## src/rtl/lsu_ctrl.sv

```systemverilog
// Load/store bus controller: accepts EX-stage requests, runs the req/gnt/rvalid
// handshake, and hands the raw load word plus its size/offset to select_rd.

package selectPkg;
    typedef enum logic [2:0] {
        SB  = 3'd0,
        SH  = 3'd1,
        SW  = 3'd2,
        SBU = 3'd3,
        SHU = 3'd4
    } sel_type;
endpackage

module lsu_ctrl #(
    parameter int REG_LEN  = 32,
    parameter int ADDR_LEN = 32,
    parameter int TIMEOUT  = 16
) (
    input  logic                    clk,
    input  logic                    rst_n,
    input  logic                    ld_req_i,
    input  logic                    st_req_i,
    input  selectPkg::sel_type      sel_type_i,
    input  logic [ADDR_LEN-1:0]     addr_i,
    input  logic [REG_LEN-1:0]      wdata_i,
    output logic                    busy_o,
    output logic                    misalign_o,
    output logic                    bus_err_o,
    output logic                    bus_req_o,
    output logic                    bus_we_o,
    output logic [ADDR_LEN-1:0]     bus_addr_o,
    output logic [REG_LEN/8-1:0]    bus_be_o,
    output logic [REG_LEN-1:0]      bus_wdata_o,
    input  logic                    bus_gnt_i,
    input  logic                    bus_rvalid_i,
    input  logic [REG_LEN-1:0]      bus_rdata_i,
    output logic [REG_LEN-1:0]      rdata_o,
    output logic                    rdata_valid_o,
    output selectPkg::sel_type      sel_type_old_o,
    output logic [1:0]              sel_addr_old_o
);
    import selectPkg::*;

    localparam int BE_LEN = REG_LEN / 8;
    localparam int CNT_W  = $clog2(TIMEOUT + 1);

    typedef enum logic [1:0] {IDLE, REQ, WAIT_R} state_e;

    state_e               state_q;
    logic                 bus_req_q, bus_we_q;
    logic [ADDR_LEN-1:0]  bus_addr_q;
    logic [BE_LEN-1:0]    bus_be_q;
    logic [REG_LEN-1:0]   bus_wdata_q;
    logic [REG_LEN-1:0]   rdata_q;
    logic                 rdata_valid_q, misalign_q, bus_err_q;
    sel_type              sel_type_old_q;
    logic [1:0]           sel_addr_old_q;
    logic [CNT_W-1:0]     cnt_q;

    logic                 req_d, misaligned_d, accept_d;
    logic [BE_LEN-1:0]    be_d;
    logic [REG_LEN-1:0]   wdata_d;
    logic [CNT_W-1:0]     cnt_d;

    always_comb begin
        req_d        = ld_req_i | st_req_i;
        misaligned_d = 1'b0;
        be_d         = '0;
        wdata_d      = '0;
        case (sel_type_i)
            SB, SBU: begin
                be_d    = BE_LEN'(1) << addr_i[1:0];
                wdata_d = {BE_LEN{wdata_i[7:0]}};
            end
            SH, SHU: begin
                misaligned_d = addr_i[0];
                be_d         = addr_i[1] ? 4'b1100 : 4'b0011;
                wdata_d      = {(REG_LEN/16){wdata_i[15:0]}};
            end
            SW: begin
                misaligned_d = (addr_i[1:0] != 2'b00);
                be_d         = '1;
                wdata_d      = wdata_i;
            end
            default: ;
        endcase
        // Store wins when both requests are high; loads drive no write data.
        if (!st_req_i) wdata_d = '0;
        accept_d = (state_q == IDLE) && req_d && !misaligned_d;
        busy_o   = (state_q != IDLE) || accept_d;
        cnt_d    = cnt_q + 1'b1;
    end

    always_ff @(posedge clk or negedge rst_n) begin
        if (!rst_n) begin
            state_q        <= IDLE;
            bus_req_q      <= 1'b0;
            bus_we_q       <= 1'b0;
            bus_addr_q     <= '0;
            bus_be_q       <= '0;
            bus_wdata_q    <= '0;
            rdata_q        <= '0;
            rdata_valid_q  <= 1'b0;
            misalign_q     <= 1'b0;
            bus_err_q      <= 1'b0;
            sel_type_old_q <= SW;
            sel_addr_old_q <= 2'b00;
            cnt_q          <= '0;
        end else begin
            misalign_q    <= 1'b0;
            bus_err_q     <= 1'b0;
            rdata_valid_q <= 1'b0;
            case (state_q)
                IDLE: begin
                    if (accept_d) begin
                        bus_req_q      <= 1'b1;
                        bus_we_q       <= st_req_i;
                        bus_addr_q     <= {addr_i[ADDR_LEN-1:2], 2'b00};
                        bus_be_q       <= be_d;
                        bus_wdata_q    <= wdata_d;
                        sel_type_old_q <= sel_type_i;
                        sel_addr_old_q <= addr_i[1:0];
                        state_q        <= REQ;
                    end else if (req_d) begin
                        misalign_q <= 1'b1;
                    end
                end
                REQ: begin
                    if (bus_gnt_i) begin
                        bus_req_q <= 1'b0;
                        cnt_q     <= '0;
                        state_q   <= bus_we_q ? IDLE : WAIT_R;
                    end
                end
                WAIT_R: begin
                    if (bus_rvalid_i) begin
                        rdata_q       <= bus_rdata_i;
                        rdata_valid_q <= 1'b1;
                        state_q       <= IDLE;
                    end else if (cnt_d == CNT_W'(TIMEOUT)) begin
                        bus_err_q <= 1'b1;
                        state_q   <= IDLE;
                    end else begin
                        cnt_q <= cnt_d;
                    end
                end
                default: state_q <= IDLE;
            endcase
        end
    end

    assign bus_req_o      = bus_req_q;
    assign bus_we_o       = bus_we_q;
    assign bus_addr_o     = bus_addr_q;
    assign bus_be_o       = bus_be_q;
    assign bus_wdata_o    = bus_wdata_q;
    assign rdata_o        = rdata_q;
    assign rdata_valid_o  = rdata_valid_q;
    assign misalign_o     = misalign_q;
    assign bus_err_o      = bus_err_q;
    assign sel_type_old_o = sel_type_old_q;
    assign sel_addr_old_o = sel_addr_old_q;

endmodule
```

## config.mk

```make
export PLATFORM = sky130hd
export DESIGN_NAME = lsu_ctrl
export DESIGN_NICKNAME = d
export VERILOG_FILES = /design/src/rtl/lsu_ctrl.sv
export SDC_FILE = /design/constraint.sdc
export NUM_CORES = 1
export LEC_CHECK = 0
export BUFFER_PORTS_ARGS = -buffer_cell sky130_fd_sc_hd__buf_2
export CORE_ASPECT_RATIO = 1.1
export CORE_MARGIN = 5
export CORE_UTILIZATION = 30
export CTS_CLUSTER_SIZE = 40
export DETAILED_ROUTE_END_ITERATION = 7
export PLACE_DENSITY_LB_ADDON = 0.12
export SLEW_MARGIN = 40
export SYNTH_ARGS = -nofsm -noshare
export SYNTH_HDL_FRONTEND = slang
export SYNTH_SLANG_ARGS = --single-unit
```

## constraint.sdc

```tcl
create_clock -name clk -period 4.35 [get_ports clk]
set_clock_uncertainty 0.15 [all_clocks]
set_input_delay 0.435 -clock clk [delete_from_list [all_inputs] [get_ports clk]]
set_output_delay 0.435 -clock clk [all_outputs]
set_load 0.005 [all_outputs]
```

# Word level (Yosys, flattened, before mapping)
# Index checks and enable logic that the tools add are counted.
[totals]
out_inout_bits = 111
in_bits = 105
reg_bits = 115
word_cells = 71
[op_classes]
mux = 26
n_eq_ne = 12
bitwise_logic = 1
shift = 1
reduce_logical = 17
addsub = 1
[ops]
columns = ["operator", "n"]
rows = [
  ["$pmux 32 s3", 1],
  ["$mux 32", 1],
  ["$mux 5", 3],
  ["$pmux 4 s3", 1],
  ["$mux 1", 10],
  ["$mux 2", 5],
  ["$pmux 5 s2", 1],
  ["$ne 2x2->1 const B", 4],
  ["$reduce_bool 2->1", 4],
  ["$eq 3x2->1 const B", 2],
  ["$pmux 2 s3", 1],
  ["$reduce_and 3->1", 2],
  ["$add 5x1->5 const B", 1],
  ["$eq 5x5->1 const B", 1],
  ["$mux 4", 1],
  ["$pmux 1 s2", 2],
  ["$reduce_and 2->1", 2],
  ["$reduce_and 4->1", 1],
  ["$reduce_or 2->1", 2],
  ["$shl 1x2->4 const A", 1],
  ["$eq 3x1->1 const B", 1],
  ["$eq 3x3->1 const B", 1],
  ["$logic_not 3->1", 1],
  ["$ne 3x3->1 const B", 1],
  ["7 further kinds", 8],
]

# Longest topological paths before layout
[depth]
depth_word = 7
mapped_depth = 7
depth_no_buf = 6

# Least setup slack after synthesis
# No wires, ideal clock.
[synth_path]
path_type = "input-to-output"
from = "input sel_type_i[0]"
to = "output busy_o"
path_buffers = 2
path_stages = 5
slack_ps = 2322
required_time_ps = 3765
arrival_ps = 1443
cell_sequence = "buf_2 -> nand2b_1 -> o221ai_4 -> clkbuf_1 -> nand2_1"
[synth_between]
elab_chain_len = 6
word_cells_on_any_way = 8
classes_between = "eq/ne (3); mux (1); reduce/logical (4)"
[synth_rtl]
columns = ["element", "line", "text"]
rows = [
  ["start: declaration", "23", "input selectPkg::sel_type sel_type_i,"],
  ["$eq 3x1->1 or $eq 3x3->1 (tied branches)", "70", "case (sel_type_i)"],
  ["$reduce_or 2->1", "70", ""],
  ["$pmux 1 s2 (*)", "70", ""],
  ["$logic_not 1->1 (*)", "89", "accept_d = (state_q == IDLE) && req_d && !misaligned_d;"],
  ["$logic_and 1x1->1 (*)", "89", ""],
  ["$logic_or 1x1->1 (*)", "90", "busy_o = (state_q != IDLE) || accept_d;"],
  ["end: declaration", "26", "output logic busy_o,"],
]
# Every way passes the cells marked *; elsewhere a longest branch is shown, timed or not.

# Worst setup path after layout
[layout_path]
from = "input sel_type_i[1]"
to = "output busy_o"
# The elaborated chain is that of the path after synthesis.

==> results.py <==
metrics = {
    "pwr": {
        "vdd_drop_max_mv": 0.281,
        "p_leak_nw": 3.54,
        "power_density_nw_per_um2": 654,
    },
    "placed_design": {
        "place_congestion": 0.745,
        "port_buffers": 213,
        "post-dp-hpwl_um": 11100,
    },
    "cells_and_area": {
        "fillerInstances": 1706,
        "layout-drive-gt1-share_pct": 46.6,
        "fin_nets": 734,
        "fin_util_pct": 41.5,
        "area_growth_pct": 35.6,
        "diodes": 0,
    },
    "yosys": {
        "syn_avg_cell_area_um2": 12.7,
        "synth-seq-cells": 115,
        "yosys-top-cells-area": "dfrtp_1 55%, mux2_2 8.6%, mux2_1 7.5%",
        "synthDistinctLibCells": 45,
        "synth-edff-count": 0,
        "ys_seq_area_share_pct": 55.1,
        "synth_top_area_cell": "dfrtp_1",
        "synth_area_um2": 5230,
        "synth_async_sr_flop_share_pct": 100,
        "yosysWarnings": 0,
        "syn_inst": 413,
        "ys.flop_type": "dfrtp_1",
        "synth_top_area_share_pct": 54.6,
    },
    "clock_tree": {
        "cts_tree": "built",
        "cts-root-buf": "clkbuf_16",
        "cts.sinks": 115,
        "clock_latency_ps": 400,
        "clk_pin_slew_worst_paths_ps": 50,
        "cts_buffers": 17,
        "clk_path_buf_depth": 2,
        "htree_levels": 4,
    },
    "global_route": {
        "grt_first_pass_wirelength_um": 23500,
        "track_usage_pct": 15.0,
        "overflow": 0,
        "antenna_found_initial": 0,
        "grt_max_degree": 48,
        "grt_pass1_vias": 4312,
    },
    "setup_path": {
        "max_stage_delay_ps": 590,
        "cp.required_ps": 3760,
        "cpMostUsedCell": "buf_2",
        "start_kind": "primary input",
        "crit_chain": "buf_2 -> and2b_4 -> a22oi_4 -> o221ai_4 -> buf_8 -> nand2_1 -> buf_2",
        "crit_arrival_ps": 2300,
        "critPathCaptureType": "primary output",
        "crit_family": "buffers and inverters",
        "cp_num_buf_inv": 3,
        "crit_fanout": 31,
        "worstSetupPathType": "primary input to primary output",
        "slowest_stage": "buf_2",
    },
    "routing": {
        "drc": 0,
        "ant_nets": 0,
        "drt_iter0_drc": 189,
        "vias_per_cell": 4.66,
        "vias": 4077,
        "wl_per_cell_um": 17.0,
        "firstDrtPassIters": 4,
        "wl_um": 14800,
    },
    "sta": {
        "setup_violations": 0,
        "min_period_ps": 2890,
        "tns_ps": 0,
        "rsz0062_at_grt": "no",
        "finalHoldViolCount": 0,
        "maxSlewHeadroom_pct": 48.7,
        "period_share_pct": 66.4,
        "slew_viol_final": 0,
        "worst_pin_slew_ps": 769,
        "fmax_ghz": 0.346,
    },
    "status": {
        "status": "finished clean",
    },
    "run": {
        "cap_violations": 0,
    },
    "floorplanning": {
        "die_width_um": 136,
        "core-area_um2": 17100,
        "dieArea_um2": 20200,
        "rows": 50,
        "die_h_um": 148,
        "start_util_pct": 30.6,
        "io_pins": 216,
    },
    "worst_hold_path": {
        "holdCritPathClass": "primary input to flip-flop",
    },
}
==> cell usage in the layout (no fill, tap or decap), types with 2 or more instances in the layout <==
| cell type | synthesis | routed |
|---|---|---|
| clkbuf_1 | 6 | 3 |
| dfrtp_1 | 114 | 114 |
| clkinv_2 | 0 | 3 |
| o21ai_1 | 9 | 9 |
| nand2_1 | 35 | 35 |
| clkbuf_8 | 0 | 3 |
| nand2b_1 | 5 | 5 |
| inv_1 | 3 | 3 |
| buf_4 | 5 | 6 |
| clkinvlp_4 | 0 | 3 |
| ha_1 | 2 | 2 |
| a22o_1 | 32 | 32 |
| nand3_1 | 6 | 6 |
| conb_1 | 1 | 2 |
| buf_2 | 8 | 212 |
| mux2i_1 | 18 | 18 |
| nor3_1 | 2 | 2 |
| o21ai_0 | 25 | 25 |
| nor2_1 | 5 | 5 |
| mux2_2 | 40 | 40 |
| nor2b_1 | 10 | 10 |
| a21oi_1 | 22 | 22 |
| clkbuf_16 | 0 | 17 |
| mux2_1 | 35 | 35 |
| bufinv_16 | 0 | 3 |
==> repair_timing <==
item,CTS,global route
hold buffers,1,0
endpoints found under the setup margin,0,0
endpoints found under the hold margin,45,0
buffers inserted,0,0
resized for setup,0,0
==> cell usage after synthesis (2+ instances only) <==
master,number
buf_6,4
nor2_1,5
nand2_1,35
mux2i_1,18
nand3_1,6
nand2b_1,5
nor2b_1,10
ha_1,2
mux2_1,35
o21ai_1,9
clkbuf_1,6
nor3_1,2
a22o_1,32
buf_4,5
a21oi_1,22
o21ai_0,25
mux2_2,40
buf_8,3
inv_1,3
buf_2,8
dfrtp_1,114
==> cells by family after synthesis <==
| kind of cell | after synthesis | synth area share (%) |
|---|---|---|
| mux | 93 | 19.6 |
| xor+xnor | 2 | 0.694 |
| flops | 115 | 55.1 |
| buf+inv | 30 | 3.93 |
| simple gates | 72 | 7.16 |
| fa+ha+maj | 2 | 0.479 |
| compound gates | 98 | 13.0 |
| other cells | 1 | 0.0718 |
==> final cells by class <==
class | instances | area [µm²] | area share (%)
Clock buffer | 23 | 478 | 6.75
Tap cell | 234 | 293 | 4.13
Sequential cell | 115 | 2880 | 40.6
Clock inverter | 9 | 128 | 1.80
Inverter | 3 | 11.3 | 0.159
Timing Repair Buffer | 221 | 1150 | 16.2
Multi-Input combinational cell | 269 | 2150 | 30.3
==> stage by stage <==
step,instances,power (mW),setup slack (ps),area (µm²),hold slack (ps)
after global routing,874,4.95,1310,7090,65.4
after global placement,840,3.24,1270,6450,307
final,874,4.63,1460,7090,68.9
after floorplan,414,2.52,2320,5230,-10.6
after CTS,873,4.73,1250,7070,48.9
after detailed placement,840,3.27,1260,6450,313
==> final timing paths <==
path	startpoint	end	slack (ps)	cells past startpoint
max in group asynchronous	rst_n	sel_type_old_o[1]$_DFFE_PN1P_	2670	3
min in group asynchronous	rst_n	rdata_o[25]$_DFFE_PN0P_	440	2
hold / removal	bus_gnt_i	state_q[0]$_DFFE_PN0P_	70	2
setup / recovery	sel_type_i[1]	busy_o	1460	7
hold reg to reg	bus_req_o$_DFFE_PN0P_	bus_req_o$_DFFE_PN0P_	320	2
setup reg to reg	cnt_q[0]$_DFFE_PN0P_	cnt_q[3]$_DFFE_PN0P_	2220	6
==> registers in the layout, summed over array words and instances, names as in the netlist, 2 cells and up <==
register and cells:
bus_wdata_o 32, rdata_o 32, bus_addr_o 30, cnt_q 5
bus_be_o 4, sel_type_old_o 3, sel_addr_old_o 2, state_q 2
==> routing by layer <==
metal	GRT usage [%]	up-vias	part of all wire [%]
met2	23.5	174	48
met3	5.24	16	8.6
met1	19.4	1964	42
met5	0	-	0
met4	5.19	0	1.3
li1	-	1923	-
==> report_power, final <==
part | switching, mW | internal, mW | leakage, nW
Clock | 0.473 | 0.942 | 0.289
Sequential | 0.237 | 1.54 | 1.44
Combinational | 0.669 | 0.776 | 1.81
Total | 1.38 | 3.26 | 3.54
Power figures use the tool's default switching activity.
